`src/rtl/posit_decode_seq_if.sv`:
```
// posit_decode_seq_if: bundles the posit decoder's input handshake, output
// handshake and decoded field outputs.
//   slave  - decoder side (consumes posit words, produces fields)
//   master - environment side (drives posit words, consumes fields)
// Optional total exponent output present when POSIT_DEC_TOTAL_EO_EN is defined.
interface posit_decode_seq_if #(
  parameter int N  = 8,
  parameter int ES = 4
);
  localparam int RS = $clog2(N);
  localparam int MW = N - ES - 1;

  logic                 in_valid;
  logic                 in_ready;
  logic [N-1:0]         posit_in;
  logic                 out_valid;
  logic                 out_ready;
  logic                 sign_o;
  logic signed [RS:0]   regime_o;
  logic [ES-1:0]        exp_o;
  logic [MW-1:0]        mant_o;
  logic                 inf_o;
  logic                 zero_o;
`ifdef POSIT_DEC_TOTAL_EO_EN
  logic signed [RS+ES:0] total_eo_o;
`endif

  modport slave (
    input  in_valid,
    output in_ready,
    input  posit_in,
    output out_valid,
    input  out_ready,
    output sign_o,
    output regime_o,
    output exp_o,
    output mant_o,
    output inf_o,
`ifdef POSIT_DEC_TOTAL_EO_EN
    output total_eo_o,
`endif
    output zero_o
  );

  modport master (
    output in_valid,
    input  in_ready,
    output posit_in,
    input  out_valid,
    output out_ready,
    input  sign_o,
    input  regime_o,
    input  exp_o,
    input  mant_o,
    input  inf_o,
`ifdef POSIT_DEC_TOTAL_EO_EN
    input  total_eo_o,
`endif
    input  zero_o
  );
endinterface

```
`src/rtl/posit_decode_seq.sv`:
```
// posit_decode_seq: sequential posit field extractor.
// Accepts an N-bit posit word, counts the regime run one bit per clock and
// presents sign, signed regime, exponent, mantissa (with hidden bit) and
// zero/NaR flags behind a valid/ready handshake.
// Optional feature macro: POSIT_DEC_TOTAL_EO_EN adds total_eo_o = {regime, exp}.
module posit_decode_seq #(
  parameter int N  = 8,
  parameter int ES = 4
) (
  input  logic                 clk,
  input  logic                 reset,
  posit_decode_seq_if.slave    bus
);
  localparam int RS = $clog2(N);
  localparam int MW = N - ES - 1;

  typedef enum logic [1:0] {
    IDLE  = 2'd0,
    COUNT = 2'd1,
    DONE  = 2'd2
  } state_t;

  state_t               state_reg;
  logic                 in_ready_reg;
  logic                 out_valid_reg;

  // Working registers for the regime scan.
  logic                 sign_reg;
  logic                 rbit_reg;
  logic [N-2:0]         shift_reg;
  logic [RS-1:0]        count_reg;

  // Registered field outputs, updated only on entry to DONE.
  logic                 sign_o_reg;
  logic signed [RS:0]   regime_o_reg;
  logic [ES-1:0]        exp_o_reg;
  logic [MW-1:0]        mant_o_reg;
  logic                 inf_o_reg;
  logic                 zero_o_reg;
`ifdef POSIT_DEC_TOTAL_EO_EN
  logic signed [RS+ES:0] total_eo_o_reg;
`endif

  // Input classification and magnitude. Only the low N-1 bits of the
  // magnitude are needed: the top bit of |x| is 0 for every non-special word.
  logic                 in_is_zero;
  logic                 in_is_nar;
  logic [N-2:0]         abs_low;

  assign in_is_zero = (bus.posit_in == '0);
  assign in_is_nar  = (bus.posit_in == {1'b1, {(N-1){1'b0}}});
  assign abs_low    = bus.posit_in[N-1] ? (~bus.posit_in[N-2:0] + (N-1)'(1))
                                        : bus.posit_in[N-2:0];

  // Regime scan step decision: keep counting while the run continues and
  // the run has not consumed every bit below the sign.
  logic                 count_below_max;
  logic                 run_continue;

  assign count_below_max = (count_reg < RS'(N - 1));
  assign run_continue    = (shift_reg[N-2] == rbit_reg) && count_below_max;

  // Signed regime: a run of ones of length k means k-1, zeros mean -k.
  logic [RS:0]          count_ext;
  logic signed [RS:0]   regime_w;

  assign count_ext = {1'b0, count_reg};
  assign regime_w  = rbit_reg ? (count_ext - (RS+1)'(1)) : (-count_ext);

  // Bits after the terminator, MSB-aligned at N-2. Bit 0 of the shifted
  // value is always a fill zero and never feeds a field, so it is dropped.
  logic [N-2:1]         rest_w;

  assign rest_w = count_below_max ? shift_reg[N-3:0] : '0;

  // Exponent taps: the ES bits following the terminator; taps that would
  // fall below the word read as zero.
  logic [ES-1:0]        exp_w;

  generate
    for (genvar gi = 0; gi < ES; gi++) begin : g_exp_tap
      if (N - 2 - gi >= 1) begin : g_present
        assign exp_w[ES-1-gi] = rest_w[N-2-gi];
      end else begin : g_missing
        assign exp_w[ES-1-gi] = 1'b0;
      end
    end
  endgenerate

  // Mantissa: hidden one followed by the fraction bits that follow the
  // exponent, left-aligned.
  logic [MW-1:0]        mant_w;

  assign mant_w[MW-1] = 1'b1;

  generate
    for (genvar gi = 0; gi < MW - 1; gi++) begin : g_frac_tap
      if (N - 2 - ES - gi >= 1) begin : g_present
        assign mant_w[MW-2-gi] = rest_w[N-2-ES-gi];
      end else begin : g_missing
        assign mant_w[MW-2-gi] = 1'b0;
      end
    end
  endgenerate

`ifdef POSIT_DEC_TOTAL_EO_EN
  // Combined scale: regime * 2^ES + exponent is just the concatenation.
  logic signed [RS+ES:0] total_eo_w;

  assign total_eo_w = {regime_w, exp_w};
`endif

  // Control FSM with registered handshake outputs and field capture.
  always_ff @(posedge clk) begin
    if (reset) begin
      state_reg      <= IDLE;
      in_ready_reg   <= 1'b1;
      out_valid_reg  <= 1'b0;
      sign_reg       <= 1'b0;
      rbit_reg       <= 1'b0;
      shift_reg      <= '0;
      count_reg      <= '0;
      sign_o_reg     <= 1'b0;
      regime_o_reg   <= '0;
      exp_o_reg      <= '0;
      mant_o_reg     <= '0;
      inf_o_reg      <= 1'b0;
      zero_o_reg     <= 1'b0;
`ifdef POSIT_DEC_TOTAL_EO_EN
      total_eo_o_reg <= '0;
`endif
    end else begin
      case (state_reg)
        IDLE: begin
          if (bus.in_valid) begin
            sign_reg     <= bus.posit_in[N-1];
            in_ready_reg <= 1'b0;
            if (in_is_zero || in_is_nar) begin
              // Specials bypass the scan and are emitted next cycle.
              sign_o_reg     <= bus.posit_in[N-1];
              regime_o_reg   <= '0;
              exp_o_reg      <= '0;
              mant_o_reg     <= '0;
              inf_o_reg      <= in_is_nar;
              zero_o_reg     <= in_is_zero;
`ifdef POSIT_DEC_TOTAL_EO_EN
              total_eo_o_reg <= '0;
`endif
              out_valid_reg  <= 1'b1;
              state_reg      <= DONE;
            end else begin
              shift_reg <= abs_low;
              rbit_reg  <= abs_low[N-2];
              count_reg <= '0;
              state_reg <= COUNT;
            end
          end
        end

        COUNT: begin
          if (run_continue) begin
            count_reg <= count_reg + RS'(1);
            shift_reg <= {shift_reg[N-3:0], 1'b0};
          end else begin
            sign_o_reg     <= sign_reg;
            regime_o_reg   <= regime_w;
            exp_o_reg      <= exp_w;
            mant_o_reg     <= mant_w;
            inf_o_reg      <= 1'b0;
            zero_o_reg     <= 1'b0;
`ifdef POSIT_DEC_TOTAL_EO_EN
            total_eo_o_reg <= total_eo_w;
`endif
            out_valid_reg  <= 1'b1;
            state_reg      <= DONE;
          end
        end

        DONE: begin
          if (bus.out_ready) begin
            out_valid_reg <= 1'b0;
            in_ready_reg  <= 1'b1;
            state_reg     <= IDLE;
          end
        end

        default: begin
          out_valid_reg <= 1'b0;
          in_ready_reg  <= 1'b1;
          state_reg     <= IDLE;
        end
      endcase
    end
  end

  assign bus.in_ready   = in_ready_reg;
  assign bus.out_valid  = out_valid_reg;
  assign bus.sign_o     = sign_o_reg;
  assign bus.regime_o   = regime_o_reg;
  assign bus.exp_o      = exp_o_reg;
  assign bus.mant_o     = mant_o_reg;
  assign bus.inf_o      = inf_o_reg;
  assign bus.zero_o     = zero_o_reg;
`ifdef POSIT_DEC_TOTAL_EO_EN
  assign bus.total_eo_o = total_eo_o_reg;
`endif

endmodule

```
`src/flat_wrapper.sv`:
```
// flat-port wrapper written by rule: the top's interface ports become plain ports
module posit_decode_seq_flat 
#(
  parameter int N  = 8,
  parameter int ES = 4
)
  (clk, reset, bus_in_valid, bus_in_ready, bus_posit_in, bus_out_valid, bus_out_ready, bus_sign_o, bus_regime_o, bus_exp_o, bus_mant_o, bus_inf_o, bus_zero_o);
  posit_decode_seq_if #(.N(N), .ES(ES)) bus_i ();
  input  logic clk;
  input  logic reset;
  input wire logic [$bits(bus_i.in_valid)-1:0] bus_in_valid;
  output wire logic [$bits(bus_i.in_ready)-1:0] bus_in_ready;
  input wire logic [$bits(bus_i.posit_in)-1:0] bus_posit_in;
  output wire logic [$bits(bus_i.out_valid)-1:0] bus_out_valid;
  input wire logic [$bits(bus_i.out_ready)-1:0] bus_out_ready;
  output wire logic [$bits(bus_i.sign_o)-1:0] bus_sign_o;
  output wire logic [$bits(bus_i.regime_o)-1:0] bus_regime_o;
  output wire logic [$bits(bus_i.exp_o)-1:0] bus_exp_o;
  output wire logic [$bits(bus_i.mant_o)-1:0] bus_mant_o;
  output wire logic [$bits(bus_i.inf_o)-1:0] bus_inf_o;
  output wire logic [$bits(bus_i.zero_o)-1:0] bus_zero_o;
  assign bus_i.in_valid = bus_in_valid;
  assign bus_in_ready = bus_i.in_ready;
  assign bus_i.posit_in = bus_posit_in;
  assign bus_out_valid = bus_i.out_valid;
  assign bus_i.out_ready = bus_out_ready;
  assign bus_sign_o = bus_i.sign_o;
  assign bus_regime_o = bus_i.regime_o;
  assign bus_exp_o = bus_i.exp_o;
  assign bus_mant_o = bus_i.mant_o;
  assign bus_inf_o = bus_i.inf_o;
  assign bus_zero_o = bus_i.zero_o;
  posit_decode_seq #(.N(N), .ES(ES)) u_core (.clk(clk), .reset(reset), .bus(bus_i));
endmodule
```
`config.mk`:
```
export PLATFORM = sky130hd
export DESIGN_NAME = posit_decode_seq_flat
export DESIGN_NICKNAME = d
export VERILOG_FILES = /design/src/rtl/posit_decode_seq_if.sv /design/src/rtl/posit_decode_seq.sv /design/src/flat_wrapper.sv
export SDC_FILE = /design/constraint.sdc
export NUM_CORES = 1
export LEC_CHECK = 0
export BUFFER_PORTS_ARGS = -buffer_cell sky130_fd_sc_hd__buf_4
export CAP_MARGIN = 25
export CELL_PAD_IN_SITES_DETAIL_PLACEMENT = 0
export CELL_PAD_IN_SITES_GLOBAL_PLACEMENT = 2
export CORE_MARGIN = 5
export CORE_UTILIZATION = 34
export DETAILED_ROUTE_END_ITERATION = 7
export PLACE_DENSITY_LB_ADDON = 0.1
export SYNTH_ARGS = -nofsm -noshare
export SYNTH_HDL_FRONTEND = slang
export SYNTH_SLANG_ARGS = --single-unit
export TNS_END_PERCENT = 100
```
`constraint.sdc`:
```
create_clock -name clk -period 3.7 [get_ports clk]
set_input_delay 0.555 -clock clk [delete_from_list [all_inputs] [get_ports clk]]
set_output_delay 0.555 -clock clk [all_outputs]
set_load 0.02 [all_outputs]
```
## Yosys cells after proc, flatten, opt, wreduce, memory -nomap -nowiden

Cells that the tools add are included.

| operators by class | value |
|---|---|
| add/subtract/negate cells | 4 |
| $mul | 0 |
| divide/modulo/power cells | 0 |
| order comparisons | 1 |
| equal/unequal tests | 10 |
| shifts and indexed selects | 0 |
| mux-type cells | 45 |
| bitwise logic cells | 3 |
| reductions and logical operators | 12 |

Operators with widths:

| operator | number |
|---|---|
| $mux 7 | 4 |
| $mux 4 | 5 |
| $mux 3 | 6 |
| $pmux 4 s2 | 2 |
| $mux 1 | 14 |
| $pmux 7 s2 | 1 |
| $pmux 3 s2 | 2 |
| $reduce_and 4->1 | 3 |
| $reduce_and 3->1 | 3 |
| $eq 8x8->1 const B | 1 |
| $logic_not 8->1 | 1 |
| $mux 2 | 4 |
| $ne 2x2->1 const B | 4 |
| $add 7x1->7 const B | 1 |
| $not 7->7 | 1 |
| $mux 6 | 1 |
| $pmux 1 s2 | 3 |
| $pmux 1 s3 | 2 |
| $pmux 2 s3 | 1 |
| $ne 2x1->1 const B | 2 |
| $neg 3->4 | 1 |
| $sub 3x1->4 const B | 1 |
| $add 3x1->3 const B | 1 |
| $lt 3x3->1 const B | 1 |
| 9 further kinds | 10 |

| word-level totals | value |
|---|---|
| bits in registers | 30 |
| bits in latches | 0 |
| memory bits (writable) | 0 |
| memory bits (read-only) | 0 |
| input bits | 12 |
| output and inout port bits | 16 |
| logic and storage cells | 88 |
| memories kept | 0 |

## Depth between registers and ports, before layout

Gate-level depths: netlist of the first run.

| depth | value |
|---|---|
| depth in word-level cells | 6 |
| depth in mapped cells | 8 |
| depth with buffers taken out | 7 |

## Worst setup path after synthesis of the first run

OpenSTA, ideal clock, no wires.

| path | value |
|---|---|
| path kind | input to register |
| from | input bus_posit_in[1] |
| to | register u_core.mant_o_reg[2] (netlist: u_core.bus.mant_o[2]) |
| data arrival time | 1.883 ns |
| data required time | 3.585 ns |
| slack | 1.702 ns |
| stages on the path | 8 |
| path through | inv_1 -> ha_1 -> nor3b_2 -> nand2_1 -> o22ai_1 -> buf_2 -> nor2_1 -> a21bo_2 |

| on the way | value |
|---|---|
| word-level cells in the longest chain between the ends | 4 |

Ends and longest elaborated chain:

| item | RTL line | source |
|---|---|---|
| from (decl) | flat_wrapper.sv:13 | `input wire logic [$bits(bus_i.posit_in)-1:0] bus_posit_in;` |
| $eq 8x8->1 / $logic_not 8->1 (equally long branches) | posit_decode_seq.sv:51, posit_decode_seq.sv:50 |  |
| $logic_or 1x1->1 (*) | posit_decode_seq.sv:138 | `if (in_is_zero \|\| in_is_nar) begin` |
| $ne 2x1->1 (no source line) (*) | -- |  |
| $reduce_and 4->1 (no source line) (*) | -- |  |
| to (signal assigned) | posit_decode_seq.sv:168 | `mant_o_reg <= mant_w;` |
| to (decl) | posit_decode_seq.sv:37 | `logic [MW-1:0] mant_o_reg;` |

Every way passes the cells marked *; elsewhere a longest branch is shown, timed or not.
A chain may end at the register's enable or synchronous reset.

## Final worst setup path of the first run

Same ends and word-level chain as after synthesis.

==> results.md, run 1 <==
* Count of final max-slew check failures at 0
* Worst skew pair latency at 0.28 ns
* Achievable Freq at 0.432 GHz
* Antenna diode count at 0
* Outcome: finished clean
* Core Area at 0.00429 mm²
* CP max FO at 14
* HPWL Detailed at 2570 µm
* PortBufs at 27
* Worst slew pin tran at 0.805 ns
* Setup crit end kind: flop
* Routed wire length at 3480 µm
* Via count at 1252
* IO Pins at 28
* Area share of the largest cell type after synthesis at 40.3%
* Post-cts hold buffer count at 0
* Register area share after synthesis at 40.3%
* Required @ worst endpoint at 3.88 ns
* Clock transition at the registers of the reported paths at 0.06 ns
* PD cells at 440 mW/mm²
* Share of layout cells above drive strength 1 at 20.7%
* EDFF count, synth at 0
* Quantity of gates resized following cts at 0
* Worst setup SP type: input port
* HP Start: u_core.sign_reg
* Final Skew at 0.00429 ns
* Clock buffer depth at 2
* Origin of the critical flop-to-flop path: u_core.rbit_reg
* Max cap viols at 0
* Yosys Warn Count at 0
* CTS tree: done
* Yosys reg bits at 30
* Gr usage total at 12.8%
* Slew HR at 46.0%
* Synthesis-to-finish area growth at 21.0%
* Vias in the first global route at 1234
* Async SR Flop Fraction at 0%
* Largest net degree at the start of global routing at 31
* Routability cong. at 0.732
* DRC at 0
* Fin Setup TNS at 0 ns
* Row Count at 24
* Commonest non-fill, non-tap cell in the layout: dfxtp_1
* Tcrit/Tclk final at 62.6%
* H-tree levels at 2
* Leak pwr at 0.706 nW
* Setup Fix Bufs, Post-CTS at 0
* Crit. Startpoint: bus_posit_in[1]
* Syn_nets at 188
* Inserted Clock Buffers at 5
* Most area-hungry cell type in the Yosys netlist: dfxtp_1
* Final hold violation count at 0
* Tmin final at 2.32 ns
* Wire length per cell at 13.9 µm
* Crit path kind: input port to flop
* Final setup violation count at 0
* DIE WIDTH at 76.2 µm
* Die area at 0.00581 mm²
* DRT Pass-1 Iters at 4
* Critical Path AT at 2.50 ns
* Maximum vdd ir drop at 177 µV
* Most frequent cells in the layout: dfxtp_1 (30), buf_4 (28), nor2_1 (17), nand2_1 (13)
* Syn avg cell area at 8.61 µm²
* Netlist cell types at 38
* Post-Syn Area at 0.00149 mm²
* Final Util at 42.0%
* Clk root buf: clkbuf_8
* Layout net count at 213
* Initial Util at 34.7%
* DRT antenna net count at 0
* Via/cell ratio at 5.01
* # clock sinks at 30
* Area contributors post-synth: dfxtp_1 (40%), xnor2_1 (4.7%), nor2_1 (4.3%)
* Synthesized instance count at 173
* Height of the chip at 76.2 µm
* Worst min-delay path category: flop to flop
* GR Overflow Total at 0
* DRT iter0 DRCs at 67
* Initial antenna violation count at 0
* Dominant synthesized flop cell: dfxtp_1
* Max FFs per register at 7
* RSZ-0062 raised after global routing: false
* First-pass GRT wire length at 6020 µm
==> through the flow <==
stage                     std cells  setup WS, ns  total power [mW]  cell area [µm²]  hold WS (ns)
after CTS                       250          1.36             0.803             1800         0.461
after floorplan                 173          1.70             0.503             1490         0.437
after global routing            250          1.17             0.839             1800         0.485
after global placement          243          1.09             0.554             1720         0.446
after detailed placement        243          1.06             0.557             1720         0.453
final                           250          1.38             0.793             1800         0.458
==> logic make-up after synthesis <==
kind of cell               count (synthesis)  share of synthesized area [%]
xor gates and xnor gates                  12                           7.05
buffers and inverters                     16                           4.28
AOI/OAI and AO/OA                         49                           24.1
adders and majority gates                  3                           2.52
muxes                                      2                           1.34
DFF                                       30                           40.3
and+or+nand+nor                           61                           20.4
==> routing by layer <==
metal  routed length (µm)  global-route usage [%]  part of all wire, %  vias up
met3                  235                    4.85                  6.7        8
met5                    0                       0                    0        -
li1                     -                       -                    -      649
met4                   73                    5.77                  2.1        0
met1                 1770                    17.3                   51      565
met2                 1410                    18.0                   40       30
==> worst max-delay path, stage by stage <==
cell and delay [ns]:
buf_4 0.12, inv_1 0.06, ha_1 0.17, nor3b_2 0.33, nand2_1 0.15, o22ai_1 0.50, buf_4 0.29, nor2_1 0.10
a21bo_2 0.23
==> where the power goes <==
group,internal [mW],leakage [nW],switching (mW)
logic,0.0766,0.417,0.0987
clock network,0.126,0.0438,0.121
registers,0.347,0.244,0.0245
total,0.549,0.706,0.244
==> path summary, 6_finish.rpt <==
kind              slack (ns)                    to  depth (start not counted)
setup / recovery        1.38  u_core.bus.mant_o[2]                          9
hold / removal          0.46       u_core.sign_reg                          2
hold reg to reg         0.46       u_core.sign_reg                          2
setup reg to reg        1.67  u_core.bus.mant_o[2]                          6
==> area by class of cell <==
type                       instances  area [µm²]
fill                             466        2490
multi-input combinational        127         826
sequential                        30         601
timing repair buffer              28         210
clock buffer                       5        68.8
tap                               52        65.1
inverter                           6        22.5
clock inverter                     2        10.0
==> Yosys cell counts (2+ instances only) <==
master,instances
a211o_1,5
a211oi_1,2
a21boi_0,2
a21oi_1,11
a21oi_4,2
a22oi_1,2
a311oi_1,2
buf_2,3
clkbuf_1,7
dfxtp_1,30
ha_1,3
inv_1,6
mux2i_1,2
nand2_1,13
nand2b_1,10
nand3_1,6
nor2_1,17
nor3_1,7
o21ai_0,11
o2bb2ai_1,3
or3_1,2
xnor2_1,8
xor2_1,4
Power figures use the tool's default switching activity.
==> run 2: changes to the inputs <==
--- a/config.mk
+++ b/config.mk
@@ -5,12 +5,13 @@
 export SDC_FILE = /design/constraint.sdc
 export NUM_CORES = 1
 export LEC_CHECK = 0
+export ABC_AREA = 1
 export BUFFER_PORTS_ARGS = -buffer_cell sky130_fd_sc_hd__buf_4
 export CAP_MARGIN = 25
 export CELL_PAD_IN_SITES_DETAIL_PLACEMENT = 0
 export CELL_PAD_IN_SITES_GLOBAL_PLACEMENT = 2
 export CORE_MARGIN = 5
-export CORE_UTILIZATION = 34
+export CORE_UTILIZATION = 31
 export DETAILED_ROUTE_END_ITERATION = 7
 export PLACE_DENSITY_LB_ADDON = 0.1
 export SYNTH_ARGS = -nofsm -noshare
==> constraint.sdc (replaced) <==
create_clock -name clk -period 2.15 [get_ports clk]
set_input_delay 0.3225 -clock clk [delete_from_list [all_inputs] [get_ports clk]]
set_output_delay 0.3225 -clock clk [all_outputs]
set_load 0.02 [all_outputs]
==> run 2 against run 1 <==
  * Sequential power increased by 72%
  * Cell area up 16%
  * Largest cell class unchanged
  * Cell count grew 38%
  * Clock skew grew 0.0024 ns
  * Critical path type is now flop to flop
  * Clock-buffer cell count rose by 2
==> results.md, run 2 <==
* Vias in the first global route at 1479
* Origin of the critical flop-to-flop path: u_core.state_reg[0]
* Internal power at 1.00 mW
* Post-Synth Simple-Gate Area at 40.5%
* Leak pwr at 0.932 nW
* Die area at 0.00735 mm²
* Largest family of logic cells by synthesized area: simple AND/OR/NAND/NOR gates
* Worst min-delay path category: input port to flop
* Delay-heaviest family, CP: simple AND/OR/NAND/NOR gates
* Slowest stage delay, CP at 0.39 ns
* Max cap viols at 0
* Crit path kind: flop to flop
* Final setup violation count at 0
* Tmin final at 1.62 ns
* Tcrit/Tclk final at 75.4%
* DRT iter0 DRCs at 70
* Synth Area in Compound Gates at 12.4%
* Design area at 0.00209 mm²
* Antenna diode count at 0
* Sw Share at 33.6%
* Required @ worst endpoint at 2.37 ns
* Largest net degree at the start of global routing at 23
* Critical Path AT at 1.84 ns
* IO Pins at 28
* Crit. Startpoint: u_core.state_reg[0]
* Yosys reg bits at 30
* HPWL Detailed at 3180 µm
* First-pass GRT wire length at 7230 µm
* Clk pwr share at 31.3%
* Initial antenna violation count at 0
* Logic pwr share at 26.4%
* Slew HR at 74.9%
* Critical path cell sequence: inv_2, nor2_8, nand3_4, nand2_2, inv_2, nand2_4, nand2_1, a21oi_1
* Commonest non-fill, non-tap cell in the layout: nand2_1
* Wire length per cell at 12.1 µm
* Clock buffer depth at 2
* Area contributors post-synth: dfxtp_1 (34%), nand2_1 (13%), nand3_1 (7.3%)
* Routed wire length at 4180 µm
* EDFF count, synth at 0
* CP max FO at 15
* Via count at 1521
* Syn avg cell area at 7.23 µm²
* Register area share after synthesis at 33.8%
* Placed inst area at 0.00200 mm²
* Inserted Clock Buffers at 5
* GR Overflow Total at 0
* Post-synthesis mux area share at 0%
* Clock transition at the registers of the reported paths at 0.07 ns
* Count of final max-slew check failures at 0
* Routability cong. at 0.721
* Fin Setup TNS at 0 ns
* Setup slack, reg-to-reg at 0.53 ns
* Setup Fix Bufs, Post-CTS at 0
* Outcome: finished clean
* Setup crit end kind: flop
* RSZ-0062 raised after global routing: false
* Synthesis-to-finish area growth at 17.8%
* Initial Util at 32.1%
* Gr usage total at 12.5%
* Synthesized instance count at 246
* Via/cell ratio at 4.41
* DRT Pass-1 Iters at 4
* DRC at 0
* Most common cell on crit path: inv_2
* Share of layout cells above drive strength 1 at 27.1%
* Most area-hungry cell type in the Yosys netlist: dfxtp_1
* DIE WIDTH at 85.7 µm
* # clock sinks at 30
* CP max-delay cell: dfxtp_1
* Post-cts hold buffer count at 0
* Synth Area in XOR/XNOR at 1.97%
* Clk root buf: clkbuf_8
* Top cells by count, synth: nand2_1 (60), dfxtp_1 (30), nor2_1 (28), nand3_1 (26), inv_1 (21)
* HP Start: bus_posit_in[0]
* Worst skew pair latency at 0.28 ns
* Max FFs per register at 7
* Worst setup SP type: flop
* Worst slew pin tran at 0.377 ns
* Dominant synthesized flop cell: dfxtp_1
* Most frequent cells in the layout: nand2_1 (60), dfxtp_1 (30), nor2_1 (28), buf_4 (27), nand3_1 (26)
* Row Count at 27
* Async SR Flop Fraction at 0%
* Core Area at 0.00554 mm²
* Crit path buffers/inverters at 2
* DRT antenna net count at 0
* Achievable Freq at 0.617 GHz
* Netlist cell types at 29
* Yosys Warn Count at 0
* PortBufs at 27
* PD cells at 722 mW/mm²
* Most frequent cell after synthesis: nand2_1
* Post-Syn Area at 0.00178 mm²
* Final Skew at 0.00672 ns
* H-tree levels at 2
* CTS tree: done
* Final hold violation count at 0
* Quantity of gates resized following cts at 0
* Synth Area in Adders at 2.11%
* Layout net count at 287
* Maximum vdd ir drop at 296 µV
* Height of the chip at 85.7 µm
* Reg power frac at 42.3%
* NetSw at 0.507 mW
* Syn_nets at 261
* Area share of the largest cell type after synthesis at 33.8%
==> run 2: cell type report <==
type                            count  area (µm²)
Clock buffer                        7        86.3
Clock inverter                      1        5.00
Fill cell                         624        3450
Inverter                           26        97.6
Multi-Input combinational cell    182        1010
Sequential cell                    30         601
Tap cell                           72        90.1
Timing Repair Buffer               27         203
==> run 2: per-layer routing <==
layer  routed length [µm]  up-vias  share of wire (%)  track usage [%]
met4                   56        0                1.3             4.32
met5                    0        -                  0                0
met1                 2170      651                 52             17.1
met2                 1760       28                 42             18.9
met3                  197        7                4.7             3.55
li1                     -      835                  -                -
==> run 2: worst paths after layout <==
path	endpoint	depth (start not counted)
worst min register to register	u_core.sign_reg	2
worst max-delay path	u_core.bus.mant_o[2]	8
worst max register to register	u_core.bus.mant_o[2]	8
worst min-delay path	u_core.shift_reg[0]	3
==> run 2: kinds of logic after synthesis <==
group,count (synthesis)
xor+xnor,4
flops,30
compound gates,35
buf+inv,34
simple gates,140
fa+ha+maj,3
==> run 2: stage by stage <==
| step | total power [mW] | worst slack (ns) | std cells | util, % | hold slack, ns |
|---|---|---|---|---|---|
| 5_1_grt | 1.63 | 0.341 | 345 | 37.8 | 0.347 |
| 2_1_floorplan | 0.970 | 0.735 | 246 | - | 0.392 |
| 6_report | 1.51 | 0.530 | 345 | 37.8 | 0.341 |
| 3_5_place_dp | 1.06 | 0.414 | 337 | 36.2 | 0.455 |
| 3_3_place_gp | 1.06 | 0.470 | 337 | 36.2 | 0.449 |
| 4_1_cts | 1.54 | 0.514 | 345 | 37.8 | 0.341 |
==> run 2: worst register-to-register path: stages, from the launching register on <==
cell and delay, ns:
dfxtp_1 0.39, inv_2 0.11, nor2_8 0.23, nand3_4 0.15, nand2_2 0.08, inv_2 0.09, nand2_4 0.27, nand2_1 0.11
a21oi_1 0.13
==> run 2: power groups by stage <==
stage / Combinational (mW) / Sequential (mW) / Clock, mW
finish: 0.399 / 0.639 / 0.474
detailed placement: 0.406 / 0.651 / 0
floorplan: 0.311 / 0.659 / 0
CTS: 0.408 / 0.639 / 0.494
global route: 0.456 / 0.645 / 0.525
global placement: 0.409 / 0.651 / 0
==> run 3: changes to the inputs <==
==> constraint.sdc (replaced) <==
create_clock -name clk -period 1.6 [get_ports clk]
set_input_delay 0.24 -clock clk [delete_from_list [all_inputs] [get_ports clk]]
set_output_delay 0.24 -clock clk [all_outputs]
set_load 0.02 [all_outputs]
==> run 3 against run 2 <==
  * Sequential power grew 33%
  * First-iteration DRC count shrank 43%
  * Clock power grew 28%
  * Core utilization grew 1.6 points
  * Critical path type unchanged
  * Largest cell class unchanged
  * Critical path depth grew 1
  * Wire length grew 2.3%
  * Largest power group unchanged
  * Register-to-register slack lost 0.35 ns
  * Global-route usage grew 0.090 points
  * Total power grew 35%
  * Die area is the same
  * Cell area grew 4.1%
==> results.md, run 3 (synthesis results as in run 2) <==
* Via count at 1552
* Final setup violation count at 0
* Outcome: finished clean
* Area occupied by multi-input gates at 0.00101 mm²
* Clock transition at the registers of the reported paths at 0.06 ns
* DRT iter0 DRCs at 40
* Max FFs per register at 7
* Core Area at 0.00554 mm²
* Clk root buf: clkbuf_8
* Via/cell ratio at 4.38
* DRT antenna net count at 0
* Wire length per cell at 12.1 µm
* Slew HR at 79.0%
* # clock sinks at 30
* Row Count at 27
* Most common cell on crit path: inv_2
* Quantity of gates resized following cts at 0
* Largest net degree at the start of global routing at 22
* Share of layout cells above drive strength 1 at 29.8%
* Register area at 601 µm²
* Routability cong. at 0.751
* Delay-heaviest family, CP: simple AND/OR/NAND/NOR gates
* GR Overflow Total at 0
* Routed wire length at 4280 µm
* Setup Fix Bufs, Post-CTS at 0
* Most frequent cells in the layout: nand2_1 (60), buf_4 (37), dfxtp_1 (30), nor2_1 (28), nand3_1 (26)
* Worst setup SP type: flop
* PD cells at 937 mW/mm²
* Clock buffer depth at 2
* Design area at 0.00218 mm²
* Worst slew pin tran at 0.313 ns
* Worst skew pair latency at 0.28 ns
* Maximum vdd ir drop at 339 µV
* CP max FO at 10
* Post-Place Setup Slack at 0.0615 ns
* FILL cells at 634
* Gr usage total at 12.6%
* Worst min-delay path category: input port to flop
* Required @ worst endpoint at 1.81 ns
* First-pass GRT wire length at 7400 µm
* DRC at 0
* CTS tree: done
* Vias in the first global route at 1512
* Slowest stage delay, CP at 0.39 ns
* Tcrit/Tclk final at 89.0%
* CP max-delay cell: dfxtp_1
* Final Skew at 0.00777 ns
* DIE WIDTH at 85.7 µm
* DRT Pass-1 Iters at 4
* Count of final max-slew check failures at 0
* H-tree levels at 2
* Layout net count at 298
* Initial antenna violation count at 0
* IO Pins at 28
* Critical path cell sequence: inv_2, nor2_8, nand3_4, nand2_2, inv_2, nand2_4, buf_12, nand2_1, a21oi_1
* Tmin final at 1.42 ns
* Final hold violation count at 0
* Crit path kind: flop to flop
* Commonest non-fill, non-tap cell in the layout: nand2_1
* Inserted Clock Buffers at 5
* Crit path buffers/inverters at 3
* Leak pwr at 0.986 nW
* Setup crit end kind: flop
* PortBufs at 27
* Placed inst area at 0.00210 mm²
* Fin Setup TNS at 0 ns
* Antenna diode count at 0
* Final Worst Setup Slack at 0.176 ns
* RSZ-0062 raised after global routing: false
* Achievable Freq at 0.702 GHz
* Height of the chip at 85.7 µm
* Initial Util at 32.1%
* Critical Path AT at 1.63 ns
* Max cap viols at 0
* Post-cts hold buffer count at 0
* Synthesis-to-finish area growth at 22.7%
* Die area at 0.00735 mm²
* HPWL Detailed at 3370 µm
==> run 3: cell types whose count changed in the layout (fill, tap and decap cells not counted) <==
| cell | before | now |
|---|---|---|
| clkbuf_1 | 1 | 0 |
| buf_4 | 27 | 37 |
| buf_12 | 0 | 1 |
| clkinv_2 | 1 | 0 |
==> run 3: report_power, final <==
group | switching [mW] | internal, mW | leakage (nW)
Clock | 0.274 | 0.331 | 0.0431
Sequential | 0.0446 | 0.809 | 0.245
Combinational | 0.356 | 0.230 | 0.697
Total | 0.675 | 1.37 | 0.986
==> run 3: final timing paths <==
| check | startpoint | end | slack [ns] | cells after the start |
|---|---|---|---|---|
| hold reg to reg | u_core.bus.regime_o[0] | u_core.bus.regime_o[0] | 0.46 | 2 |
| setup reg to reg | u_core.state_reg[0] | u_core.bus.mant_o[0] | 0.18 | 9 |
| setup / recovery | u_core.state_reg[0] | u_core.bus.mant_o[0] | 0.18 | 9 |
| hold / removal | bus_in_valid | u_core.sign_reg | 0.27 | 3 |
==> run 3: layout make-up <==
type,count,area share (%)
multi-input cells,182,46.4
well taps,72,4.13
flip-flops and latches,30,27.5
inverters,26,4.48
repair buffers,38,13.7
clock buffers,6,3.79
==> run 3: worst min-delay path: stages <==
cell and delay (ns):
buf_4 0.13, nand3_1 0.07, a21oi_1 0.06
==> run 3: metal layers <==
layer / vias up / routed length [µm] / GRT usage (%)
met2: 30 / 1810 / 19.3
met4: 0 / 48 / 3.02
met5: - / 0 / 0
met1: 668 / 2210 / 17.7
li1: 850 / - / -
met3: 4 / 205 / 3.27
==> run 3: metrics by stage <==
step	util, %	std cells	hold WS [ns]	power (mW)
final	39.4	354	0.270	2.04
after global placement	37.9	348	0.450	1.47
after detailed placement	37.9	348	0.450	1.47
after global routing	39.4	354	0.276	2.19
after floorplan	-	246	0.309	1.30
after CTS	39.4	354	0.265	2.09
